===== config.mk =====
export PLATFORM = sky130hd
export DESIGN_NAME = branch_recovery_ctrl
export DESIGN_NICKNAME = d
export VERILOG_FILES = /design/src/rtl/mips_bp_pkg.sv /design/src/rtl/sat_counter.sv /design/src/rtl/branch_recovery_ctrl.sv
export SDC_FILE = /design/constraint.sdc
export NUM_CORES = 1
export LEC_CHECK = 0
export ABC_AREA = 1
export ABC_CLOCK_PERIOD_IN_PS = 3600
export BUFFER_PORTS_ARGS = -buffer_cell sky130_fd_sc_hd__buf_2
export CORE_MARGIN = 2
export CORE_UTILIZATION = 30
export DETAILED_ROUTE_END_ITERATION = 10
export GPL_TIMING_DRIVEN = 0
export PLACE_DENSITY = 0.58
export RECOVER_POWER = 25
export SYNTH_ARGS = -nofsm -noshare
export SYNTH_HDL_FRONTEND = slang
export SYNTH_HIERARCHICAL = 1
export SYNTH_SLANG_ARGS = --single-unit

===== constraint.sdc =====
create_clock -name clk -period 3.6 [get_ports clk]
set_clock_uncertainty 0.15 [all_clocks]
set_input_delay 0.72 -clock clk [delete_from_list [all_inputs] [get_ports clk]]
set_output_delay 0.72 -clock clk [all_outputs]
set_load 0.03 [all_outputs]

===== src/rtl/mips_bp_pkg.sv =====
// Shared types and constants for the MIPS branch recovery slice.
// Imported by branch_recovery_ctrl and sat_counter.
package mips_bp_pkg;

  localparam int PC_W = 32;
  localparam logic [PC_W-1:0] PC_INC = 32'd4;

  typedef enum logic [1:0] {
    IDLE,
    REDIRECT,
    FLUSH
  } state_t;

endpackage


===== src/rtl/sat_counter.sv =====
// Saturating up-counter with synchronous clear.
// Used for branch and misprediction performance counts.
module sat_counter
  import mips_bp_pkg::*;
#(
  parameter int W = 32
) (
  input  logic         clk,
  input  logic         rst_n,
  input  logic         inc,
  input  logic         clear,
  output logic [W-1:0] cnt
);

  localparam logic [W-1:0] ONE = W'(1);
  localparam logic [W-1:0] MAX = '1;

  logic [W-1:0] r_cnt;

  always_ff @(posedge clk or negedge rst_n) begin
    if (!rst_n) begin
      r_cnt <= '0;
    end else if (clear) begin
      r_cnt <= '0;
    end else if (inc && (r_cnt != MAX)) begin
      r_cnt <= r_cnt + ONE;
    end
  end

  assign cnt = r_cnt;

endmodule


===== src/rtl/branch_recovery_ctrl.sv =====
// Registered PC redirect and F/D flush sequencer for decode-stage mispredicts.
// Define BRANCH_PERF_CNT_EN to enable the saturating branch/mispredict counters.
module branch_recovery_ctrl
  import mips_bp_pkg::*;
#(
  parameter int CNT_W = 32
) (
  input  logic             clk,
  input  logic             rst_n,
  input  logic             Branch_D,
  input  logic             branch_taken_D,
  input  logic [PC_W-1:0]  PC_D,
  input  logic [PC_W-1:0]  PCBranch_result_D,
  input  logic             Misprediction_for_taken,
  input  logic             Misprediction_for_not_taken,
  input  logic             StallF,
  output logic             redirect_sel,
  output logic [PC_W-1:0]  redirect_PC,
  output logic             FlushD,
  output logic             recovering,
  output logic             proto_err,
  output logic [CNT_W-1:0] branch_cnt,
  output logic [CNT_W-1:0] mispredict_cnt
);

  state_t r_state;
  state_t w_next;

  logic            w_idle;
  logic            w_accept;
  logic            w_both;
  logic [PC_W-1:0] w_target;

  logic            r_redirect_sel;
  logic            r_flushd;
  logic            r_recovering;
  logic            r_proto_err;
  logic [PC_W-1:0] r_redirect_pc;

  assign w_idle   = (r_state == IDLE);
  assign w_accept = w_idle & Branch_D &
                    (Misprediction_for_taken | Misprediction_for_not_taken);
  assign w_both   = Misprediction_for_taken & Misprediction_for_not_taken;
  assign w_target = Misprediction_for_not_taken ? PCBranch_result_D
                                                : PC_D + PC_INC;

  always_comb begin
    w_next = r_state;
    unique case (r_state)
      IDLE:     if (w_accept) w_next = REDIRECT;
      REDIRECT: if (!StallF)  w_next = FLUSH;
      FLUSH:    w_next = IDLE;
      default:  w_next = IDLE;
    endcase
  end

  // Outputs are decoded from the next state so they toggle with the state flop.
  always_ff @(posedge clk or negedge rst_n) begin
    if (!rst_n) begin
      r_state        <= IDLE;
      r_redirect_sel <= 1'b0;
      r_flushd       <= 1'b0;
      r_recovering   <= 1'b0;
      r_proto_err    <= 1'b0;
      r_redirect_pc  <= '0;
    end else begin
      r_state        <= w_next;
      r_redirect_sel <= (w_next == REDIRECT);
      r_flushd       <= (w_next != IDLE);
      r_recovering   <= (w_next != IDLE);
      if (w_accept) begin
        r_redirect_pc <= w_target;
        if (w_both) r_proto_err <= 1'b1;
      end
    end
  end

  assign redirect_sel = r_redirect_sel;
  assign redirect_PC  = r_redirect_pc;
  assign FlushD       = r_flushd;
  assign recovering   = r_recovering;
  assign proto_err    = r_proto_err;

`ifdef BRANCH_PERF_CNT_EN
  sat_counter #(.W(CNT_W)) u_branch_cnt (
    .clk   (clk),
    .rst_n (rst_n),
    .inc   (w_idle & Branch_D),
    .clear (1'b0),
    .cnt   (branch_cnt)
  );

  sat_counter #(.W(CNT_W)) u_mispredict_cnt (
    .clk   (clk),
    .rst_n (rst_n),
    .inc   (w_accept),
    .clear (1'b0),
    .cnt   (mispredict_cnt)
  );
`else
  assign branch_cnt     = '0;
  assign mispredict_cnt = '0;
`endif

  logic w_unused;
  assign w_unused = branch_taken_D;

endmodule


# After elaboration in Yosys (flattened, before gate mapping)
# Index checks and enable logic that the tools add are counted.
[op_classes]
add_sub_neg = 1
n_eq_ne = 2
mux = 4
n_bitwise = 4
n_reduce_logical = 3
[op_table]
columns = ["op", "n"]
rows = [
  ["$add 32x3->32 const B", 1],
  ["$mux 32", 1],
  ["$eq 2x1->1 const B", 2],
  ["$mux 2", 2],
  ["$pmux 2 s2", 1],
  ["$and 1x1->1", 3],
  ["$logic_not 2->1", 1],
  ["$reduce_and 2->1", 1],
  ["$reduce_bool 2->1", 1],
  ["$or 1x1->1", 1],
]
[word_totals]
reg_bits = 37
input_bits = 71
elab_cells = 19

# Longest topological paths before layout
# Gate-level depths: netlist of run 1.
[logic_depth]
ltp_word = 6
depth_mapped = 10
depth_no_buf = 10

# Worst setup path after synthesis of run 1
# OpenSTA, ideal clock, no wires.
[synth_path]
path_kind = "input -> register"
start = "input PC_D[2]"
end = "register r_redirect_pc[22], in the netlist redirect_PC[22]"
setup_ps = 117
t_arrival_ps = 1609
setup_slack_ps = 1724
stages = 10
n_path_buf = 0
cell_sequence = "ha_1 nand2_2 nor2_4 nand2_4 nor2_4 nand2_1 nand2_1 nand3_1 nand2_1 nand2_1"
[synth_between]
elab_chain_len = 2
[synth_lines]
columns = ["element", "line", "rtl"]
rows = [
  ["start: declaration", "branch_recovery_ctrl.sv:12", "input logic [PC_W-1:0] PC_D,"],
  ["$add 32x3->32", "branch_recovery_ctrl.sv:45", ": PC_D + PC_INC;"],
  ["$mux 32", "branch_recovery_ctrl.sv:44", "assign w_target = Misprediction_for_not_taken ? PCBranch_result_D"],
  ["end signal: assignment", "branch_recovery_ctrl.sv:72", "r_redirect_pc <= w_target;"],
  ["end: declaration", "branch_recovery_ctrl.sv:38", "logic [PC_W-1:0] r_redirect_pc;"],
]
# Every way passes these cells.
# A chain may end at the register's enable or synchronous reset.

==> metrics.md, run 1 <==
| Metric | Value |
|---|---|
| Syn Std Cell Area | a little over 0.003 mm^2 |
| Lkg Pwr | 0.00235 uW |
| First-pass GRT wire length | between 10000 and 15000 um |
| Die height | 105 um |
| Commonest non-fill, non-tap cell in the layout | nand2_1 |
| Worst path top cell family by delay | buffers and inverters |
| All-Layer GR Usage | approximately 16% |
| # Post-CTS Setup Buffers | 0 |
| Vias in the first global route | slightly above 3000 |
| Clk sinks | 37 |
| Slew margin rel. | -40.5% |
| Gpl congestion | ~0.89 |
| Root Driver | clkbuf_8 |
| Fmax | 419 MHz |
| Port Buffers | around 100 |
| Final Slew Violations | 38 |
| FF+latch area | 926 um^2 |
| Failing checks | max-capacitance violations, max-slew violations |
| Max-cap viol count | 1 |
| CP Buf/Inv Count | 1 |
| Die area | approximately 0.011 mm^2 |
| Vias | roughly 3200 |
| DP HPWL | between 7000 and 8000 um |
| Setup TNS | 0 ns |
| Total Nets Final | between 700 and 800 |
| Combined area of the multi-input logic cells | roughly 0.0017 mm^2 |
| Final setup viols | 0 |
| Initial antenna violation count | 0 |
| Synth Warn # | 6 |
| DRT iter0 DRCs | roughly 120 |
| FF+latch count, synth | 37 |
| Share of cells above drive strength 1 | about a third |
| Io pins | ~170 |
| Cts repair resizes | 0 |
| Final worst slack | ~1.2 ns |
| # diodes | 0 |
| DR vias/cell | between 4 and 5 |
| Crit path DAT | between 2 and 2.5 ns |
| Clock tree from TritonCTS | done |
| Most frequent cells in the layout | 147 x nand2_1, 111 x buf_2, 79 x nor2_1 |
| Syn Area/Cell | 6.53 um^2 |
| Fin crit period | about 2.4 ns |
| Initial Util | a little under a third |
| Hold buffers post-CTS | 0 |
| Crit path largest cell delay | roughly 1.5 ns |
| Peak fanout along the critical path | 37 |
| Clock Path Buffers | 2 |
| Area growth from synthesis to layout | 34.5% |
| Largest net degree at the start of global routing | 38 |
| Fin crit share | between 60% and 70% |
| Fill cells | around 1100 |
| Startpoint types | input port |
| DRC | 0 |
| CTS buffer count | 5 |
| Worst setup EP type | asynchronous set/reset pin |
| Tot Pwr | between 2000 and 2500 uW |
| Hold Path Class | register to register |
| Setup CP Type | input port to asynchronous set/reset pin |
| Routed wire per std cell | around 12 um |
| Peak supply drop | between 0.2 and 0.3 mV |
| Mapped Cells | 470 |
| TritonRoute pass-1 iters | 4 |
| RSZ-0062 raised after global routing | no |
| Die width | around 110 um |
| Placement Setup Slack | between 1 and 1.5 ns |
| Clk slew on worst S/H paths | ~0.090 ns |
| Worst Path Required | roughly 3.4 ns |
| Pwr Density | ~570 mW/mm^2 |
| Seq/Total Area, Yosys | 30.2% |
| Final Hold Fails | 0 |
| Synth cell types | 32 |
| H-tree levels | 2 |
| Core area | approximately 0.0099 mm^2 |
| Total Wirelength | between 9000 and 10000 um |
| Grt ovf | 0 |
| Worst-path cell chain | clkbuf_1 |
| Slowest-stage cell, CP | clkbuf_1 |
| Hold Slack | approximately 0.33 ns |
| Post-DRT Antenna Nets | 0 |
| Worst Tran Pin Value | ~2.1 ns |
| Skew-Pair Late Insertion Delay | 0.29 ns |
| Status | complete, but fails checks |
| # rows | 36 |
[synthesized netlist by cell type, drive strengths merged]
cell | instances | share of area [%]
xnor2 | 5 | 1.4
conb | 1 | 0.12
a21boi | 1 | 0.24
nor3 | 1 | 0.16
inv | 33 | 4.0
o21a | 2 | 0.49
ha | 1 | 0.41
nor2 | 87 | 12
a21oi | 5 | 0.81
o21ai | 26 | 4.2
or2 | 1 | 0.20
and2 | 1 | 0.20
clkbuf | 1 | 0.45
o21bai | 1 | 0.24
nand2 | 150 | 19
a31o | 1 | 0.29
nand4 | 2 | 0.41
o31ai | 3 | 0.73
dfrtp | 37 | 30
buf | 77 | 18
xor2 | 1 | 0.29
o211ai | 3 | 1.3
nand3 | 30 | 4.9
[metal layers]
metal  GRT usage [%]  vias up  wire length, um  part of all wire [%]
li1                -     1684                -                     -
met3            2.62        6              471                   5.2
met1            20.1     1410             4010                    44
met5               0        -                0                     0
met4            3.90        0               97                   1.1
met2            29.5       98             4530                    50
[layout make-up]
type	count	area share, %
Buffer	78	13.8
Clock buffer	5	1.67
Clock inverter	3	1.67
Inverter	33	3.00
Multi-Input combinational cell	385	40.8
Sequential cell	37	22.4
Tap cell	133	4.03
Timing Repair Buffer	104	12.6
[flip-flops by register name, summed over array words and instances, names as in the netlist]
register,cells
redirect_PC,32
r_state,2
proto_err,1
recovering,1
redirect_sel,1
[tightest hold or removal path, cell delays in order, from the launching register on]
cell and delay, ns:
dfrtp_1 0.35, nand2_1 0.05, nand2_1 0.05
[where the power goes]
part	total [uW]	leakage, uW	internal (uW)	switching (uW)
combinational	1200	0.00183	368	833
sequential	712	0.000449	612	100
clock	447	0.0000687	279	168
total	2360	0.00235	1260	1100
[stage by stage]
step	cells	area, um^2	utilization [%]
2_1_floorplan	533	3310	-
3_3_place_gp	770	3990	40.5
3_5_place_dp	770	3990	40.5
4_1_cts	778	4130	41.9
5_1_grt	778	4130	41.9
6_report	778	4130	41.9
[final timing paths]
path                       cells past startpoint         endpoint       startpoint  slack (ns)
max in group clk                               9  redirect_PC[20]          PC_D[2]        1.73
max reg2reg                                    6  redirect_PC[10]       r_state[1]        2.03
min in group asynchronous                      1  redirect_PC[25]            rst_n        0.88
min reg2reg                                    2  redirect_PC[26]  redirect_PC[26]        0.33
max                                            1   redirect_PC[2]            rst_n        1.22
min                                            2  redirect_PC[26]  redirect_PC[26]        0.33
[cells by family after synthesis]
kind of cell	share of synthesized area, %
buffers and inverters	22.7
adders and majority gates	0.407
AOI/OAI and AO/OA	8.39
DFF	30.2
and+or+nand+nor	36.6
other	0.122
xor gates and xnor gates	1.71
Power figures use the tool's default switching activity.
==> run 2: changes to the inputs <==
Settings changed: ABC_CLOCK_PERIOD_IN_PS 3600 to 2500.
Clock period 3.6 ns to 2.5 ns, I/O delays scaled along.
==> run 2 against run 1 <==
  * The flow now finishes without violations
  * Hold slack got worse by 0.12 ns
  * Global-route usage did not move
  * Utilization barely moved
  * Sequential cell count did not move
  * Combinational power rose by 44%
  * Via count barely moved
  * Count of clock-buffer cells in the layout did not move
  * Critical path type is now input port to register
  * Critical endpoint is now redirect_PC[20]
  * Largest power group unchanged
  * Highest routed layer unchanged
==> metrics.md, run 2 (synthesized netlist as in run 1, its figures left out) <==
| Metric | Value |
|---|---|
| Status | finished clean |
| Worst Tran Pin Value | 0.981 ns (-1.13 ns) |
| Tot Pwr | 3400 uW (+44%) |
| Max-cap viol count | 0 (-1) |
| Total Nets Final | 716 (unchanged) |
| Fin crit share | approximately 66% |
| Final worst slack | 0.849 ns (-0.367 ns) |
| Fill cells | 1081 (+0.093%) |
| Lkg Pwr | 0.00235 uW (+0.13%) |
| Cts repair resizes | 0 (unchanged) |
| Port Buffers | 104 (unchanged) |
| Post-DRT Antenna Nets | 0 (unchanged) |
| Placed cell area | 0.00399 mm^2 (unchanged) |
| Worst path top cell family by delay | simple AND/OR/NAND/NOR gates |
| Largest net degree at the start of global routing | 38 (unchanged) |
| Most frequent cells in the layout | 147 x nand2_1, 111 x buf_2, 79 x nor2_1 |
| # diodes | 0 (unchanged) |
| Routed wire per std cell | 11.7 um (about the same) |
| Clk slew on worst S/H paths | 0.09 ns (about the same) |
| Post-layout util | 41.9% (about the same) |
| Setup CP Type | input port to register |
| DRT iter0 DRCs | 117 (unchanged) |
| Vias in the first global route | 3057 (unchanged) |
| Fmax | about 610 MHz |
| Area growth from synthesis to layout | 34.6% (about the same) |
| Commonest non-fill, non-tap cell in the layout | nand2_1 |
| Die width | 105 um (unchanged) |
| DRC | 0 (unchanged) |
| DR vias/cell | 4.11 (about the same) |
| DP HPWL | 7560 um (unchanged) |
| Worst-path cell chain | buf_2, ha_1, nand2_2, nor2_4, nand3_1, o21ai_0, nand3_1, nand2_1, nand2_1 |
| Core area | 0.00986 mm^2 (unchanged) |
| CTS buffer count | 5 (unchanged) |
| Worst setup EP type | register |
| Die height | 105 um (unchanged) |
| Root Driver | clkbuf_8 |
| Slowest-stage cell, CP | ha_1 |
| Final setup viols | 0 (unchanged) |
| Clock tree from TritonCTS | done |
| Total Wirelength | 9110 um (about the same) |
| Placement Setup Slack | 0.551 ns (-0.880 ns) |
| Vias | 3199 (+0.031%) |
| Peak supply drop | 0.374 mV (+44%) |
| First-pass GRT wire length | 14500 um (unchanged) |
| Final Hold Fails | 0 (unchanged) |
| Setup TNS | 0 ns (unchanged) |
| Fin crit period | 1.65 ns |
| # Post-CTS Setup Buffers | 0 (unchanged) |
| H-tree levels | 2 (unchanged) |
| Peak fanout along the critical path | 4 (-89%) |
| Clock Path Buffers | 2 (unchanged) |
| Startpoint types | input port |
| # rows | 36 (unchanged) |
| All-Layer GR Usage | 16.3% (unchanged) |
| Hold Path Class | input port to asynchronous set/reset pin |
| Slew margin rel. | 34.6% (+75 points) |
| Gpl congestion | 0.888 (unchanged) |
| TritonRoute pass-1 iters | 4 (unchanged) |
| CP Buf/Inv Count | 1 (unchanged) |
| Worst Path Required | 2.53 ns (-0.90 ns) |
| Grt ovf | 0 (unchanged) |
| Initial Util | 31.1% (unchanged) |
| Max FFs per register | 32 (unchanged) |
| RSZ-0062 raised after global routing | no |
| Hold buffers post-CTS | 0 (unchanged) |
| Die area | 0.0111 mm^2 (unchanged) |
| Final Slew Violations | 0 (-100%) |
| Initial antenna violation count | 0 (unchanged) |
| Crit path largest cell delay | 0.23 ns (-1.25 ns) |
| Crit path DAT | 1.68 ns (-0.54 ns) |
| Skew-Pair Late Insertion Delay | 0.29 ns (about the same) |
| Share of cells above drive strength 1 | 31.8% (+0.16 points) |
| Io pins | 171 (unchanged) |
| Pwr Density | 823 mW/mm^2 (+44%) |
| Fin area | 0.00413 mm^2 (about the same) |
| Clk sinks | 37 (unchanged) |
run 2: cell counts in the layout (fill, tap and decap cells not counted):
Identical to the previous run, type by type.
run 2: path summary, 6_finish.rpt:
path	cells after the start	end	startpoint	slack, ns
min in group clk	2	r_state[1]	StallF	0.23
min reg2reg	2	redirect_PC[26]	redirect_PC[26]	0.33
max reg2reg	6	redirect_PC[10]	r_state[1]	0.93
max in group asynchronous	1	redirect_PC[2]	rst_n	1.39
min	1	redirect_PC[25]	rst_n	0.21
max	9	redirect_PC[20]	PC_D[2]	0.85
run 2: power by group:
part           leakage (uW)  internal (uW)  switching (uW)  total [uW]
combinational       0.00183            530            1200        1730
sequential         0.000449            882             144        1030
clock             0.0000687            402             242         644
run 2: routing by layer:
metal / GRT usage [%] / wire length, um
met1: 20.1 / 4010
met2: 29.5 / 4530
met3: 2.62 / 471
met4: 3.90 / 97
met5: 0 / 0
run 2: metrics by stage:
| step | std cells | hold WS [ns] |
|---|---|---|
| 2_1_floorplan | 533 | 0.0544 |
| 5_1_grt | 778 | 0.240 |
| 3_5_place_dp | 770 | 0.314 |
| 6_report | 778 | 0.208 |
| 4_1_cts | 778 | 0.197 |
| 3_3_place_gp | 770 | 0.311 |
run 2: cell type report:
cell class	instances	area [um^2]	area share, %
buffer	78	572	13.8
clock buffer	5	68.8	1.67
clock inverter	3	68.8	1.67
inverter	33	124	3.00
multi-input combinational	385	1690	40.8
sequential	37	926	22.4
tap	133	166	4.03
timing repair buffer	104	520	12.6
run 2: worst register-to-register path, stage by stage, from the launching register on:
cell and delay [ns]:
dfrtp_1 0.38, nor2_1 0.19, o211ai_4 0.18, inv_2 0.13
buf_4 0.18, o21ai_0 0.09, o21ai_0 0.18
==> run 3: changes to the inputs <==
Settings changed: ABC_CLOCK_PERIOD_IN_PS 2500 to 1400, PLACE_DENSITY 0.58 to 0.6.
Clock period 2.5 ns to 1.4 ns, I/O delays scaled along.
==> run 3 against run 2 <==
  * The run now ends with negative hold slack left
  * Combinational power is 97% higher
  * Die area unchanged
  * Count of clock-buffer cells in the layout unchanged
  * First-iteration DRC count decreased by 12%
  * Via count increased by 2.9%
  * Wire length increased by 3.5%
  * Sequential share of layout area shrank 1.0 points
  * Non-clock buffer count rose by 11
==> metrics.md, run 3 (synthesized netlist as in run 1, its figures left out) <==
| Metric | Value |
|---|---|
| Routed wire per std cell | 12.0 um (+2.1%) |
| DRC | 0 (unchanged) |
| Total Nets Final | 727 (+1.5%) |
| Crit path DAT | 0.94 ns (-0.74 ns) |
| Clock Path Buffers | 2 (unchanged) |
| Status | complete, but fails checks |
| Max-cap viol count | 0 (unchanged) |
| Clock tree from TritonCTS | done |
| # placed instances | 770 (unchanged) |
| Fin crit share | about 100% |
| Worst Path Required | 0.97 ns (-1.56 ns) |
| Final Slew Violations | 0 (unchanged) |
| Root Driver | clkbuf_8 |
| Max FFs per register | 32 (unchanged) |
| Clk slew on worst S/H paths | 0.09 ns (about the same) |
| Pwr Density | 1410 mW/mm^2 (+71%) |
| Fill cells | 1038 (-4.0%) |
| DRT iter0 DRCs | 103 (-12%) |
| Worst setup EP type | output pin |
| R2R setup slack | 0.04 ns (-0.89 ns) |
| Setup CP Type | register to output pin |
| Clk sinks | 37 (unchanged) |
| # rows | 36 (unchanged) |
| Hold Slack | -0.0265 ns (-0.235 ns) |
| Skew-Pair Late Insertion Delay | 0.30 ns (about the same) |
| Peak fanout along the critical path | 2 (-2) |
| Vias in the first global route | 3095 (+1.2%) |
| Total Wirelength | 9430 um (+3.5%) |
| Most frequent cells in the layout | 133 x nand2_1, 105 x buf_2, 75 x buf_4 |
| First-pass GRT wire length | 14500 um (-0.28%) |
| DR vias/cell | 4.17 (+1.5%) |
| Largest net degree at the start of global routing | 38 (unchanged) |
| Fin crit period | about 1.4 ns |
| DP HPWL | 7460 um (-1.4%) |
| Worst Tran Pin Value | 0.982 ns (+0.000762 ns) |
| Non-filler cells, final | 789 (+1.4%) |
| RR Startpoint | r_state[1] |
| Initial antenna violation count | 0 (unchanged) |
| TritonRoute pass-1 iters | 4 (unchanged) |
| All-Layer GR Usage | 16.2% (-0.066 points) |
| R2R depth | 6 (unchanged) |
| Fmax | 728 MHz |
| # diodes | 0 (unchanged) |
| RSZ-0062 raised after global routing | yes |
| Io pins | 171 (unchanged) |
| Area growth from synthesis to layout | 41.0% |
| Slew margin rel. | 34.5% (-0.051 points) |
| Lkg Pwr | 0.00242 uW (+2.9%) |
| Vias | 3292 (+2.9%) |
| H-tree levels | 2 (unchanged) |
| Grt ovf | 0 (unchanged) |
| Port Buffers | 104 (unchanged) |
| Reg2Reg Capture Point | redirect_PC[31] |
| Startpoint types | register |
| Final setup viols | 0 (unchanged) |
| Post-DRT Antenna Nets | 0 (unchanged) |
| Share of cells above drive strength 1 | 36.1% (+4.3 points) |
| Core area | 0.00986 mm^2 (unchanged) |
| Post-layout util | 43.9% (+2.0 points) |
| CTS buffer count | 5 (unchanged) |
| Gpl congestion | 0.806 (-9.2%) |
| Commonest non-fill, non-tap cell in the layout | nand2_1 |
| Placement Setup Slack | -0.289 ns (-0.840 ns) |
| Die width | 105 um (unchanged) |
| Final Hold Fails | 37 (+37) |
| Initial Util | 31.1% (unchanged) |
| Die height | 105 um (unchanged) |
| Hold Path Class | input port to asynchronous set/reset pin |
| Peak supply drop | 0.704 mV (+89%) |
| Final worst slack | 0.0264 ns (-0.823 ns) |
| Tot Pwr | 6090 uW (+79%) |
| Die area | 0.0111 mm^2 (unchanged) |
| Failing checks | negative hold slack |
-- run 3: worst max path at each step --
stage | from | to | slack (ns) | cells past startpoint
finish | recovering | recovering | 0.03 | 2
global route | r_state[1] | redirect_PC[19] | -0.02 | 6
CTS | r_state[0] | redirect_PC[5] | -0.004 | 6
detailed placement | PC_D[2] | redirect_PC[20] | -0.29 | 9
global placement | PC_D[2] | redirect_PC[20] | -0.26 | 9
floorplan | PC_D[2] | redirect_PC[22] | 0.04 | 10
-- run 3: critical path, stage by stage, from the launching register on --
cell and delay, ns:
dfrtp_1 0.38, buf_4 0.13, buf_6 0.13
-- run 3: power by group --
part | leakage (uW) | total (uW) | switching [uW] | internal, uW
Sequential | 0.000449 | 1880 | 308 | 1580
Clock | 0.0000445 | 799 | 445 | 354
Combinational | 0.00192 | 3410 | 2230 | 1170
-- run 3: cell type report --
cell class,count,area [um^2],share of cell area (%)
multi-input combinational,385,1760,40.7
sequential,37,926,21.4
timing repair buffer,115,659,15.2
buffer,78,602,13.9
tap,133,166,3.84
inverter,33,124,2.86
clock buffer,5,68.8,1.59
clock inverter,3,21.3,0.491
-- run 3: what timing repair did --
item / CTS / global route
gates cloned: 0 / 2
setup buffers: 3 / 5
pin swaps: 2 / 17
endpoints found under the setup margin: 27 / 33
hold buffers: 1 / 0
hold endpoints to repair: 38 / 0
resized for setup: 11 / 39
-- run 3: metrics by stage --
stage                     cell area, um^2  setup TNS (ns)
after floorplan                      3320               0
after detailed placement             4010           -5.31
after CTS                            4160        -0.00807
after global routing                 4330          -0.148
final                                4330               0
after global placement               4010           -4.52
-- run 3: routing by layer --
layer,global-route usage [%],vias to the layer above,routed length [um]
li1,-,1704,-
met1,19.2,1467,3860
met2,29.6,110,4810
met3,3.12,11,612
met4,4.76,0,149
met5,0,-,0
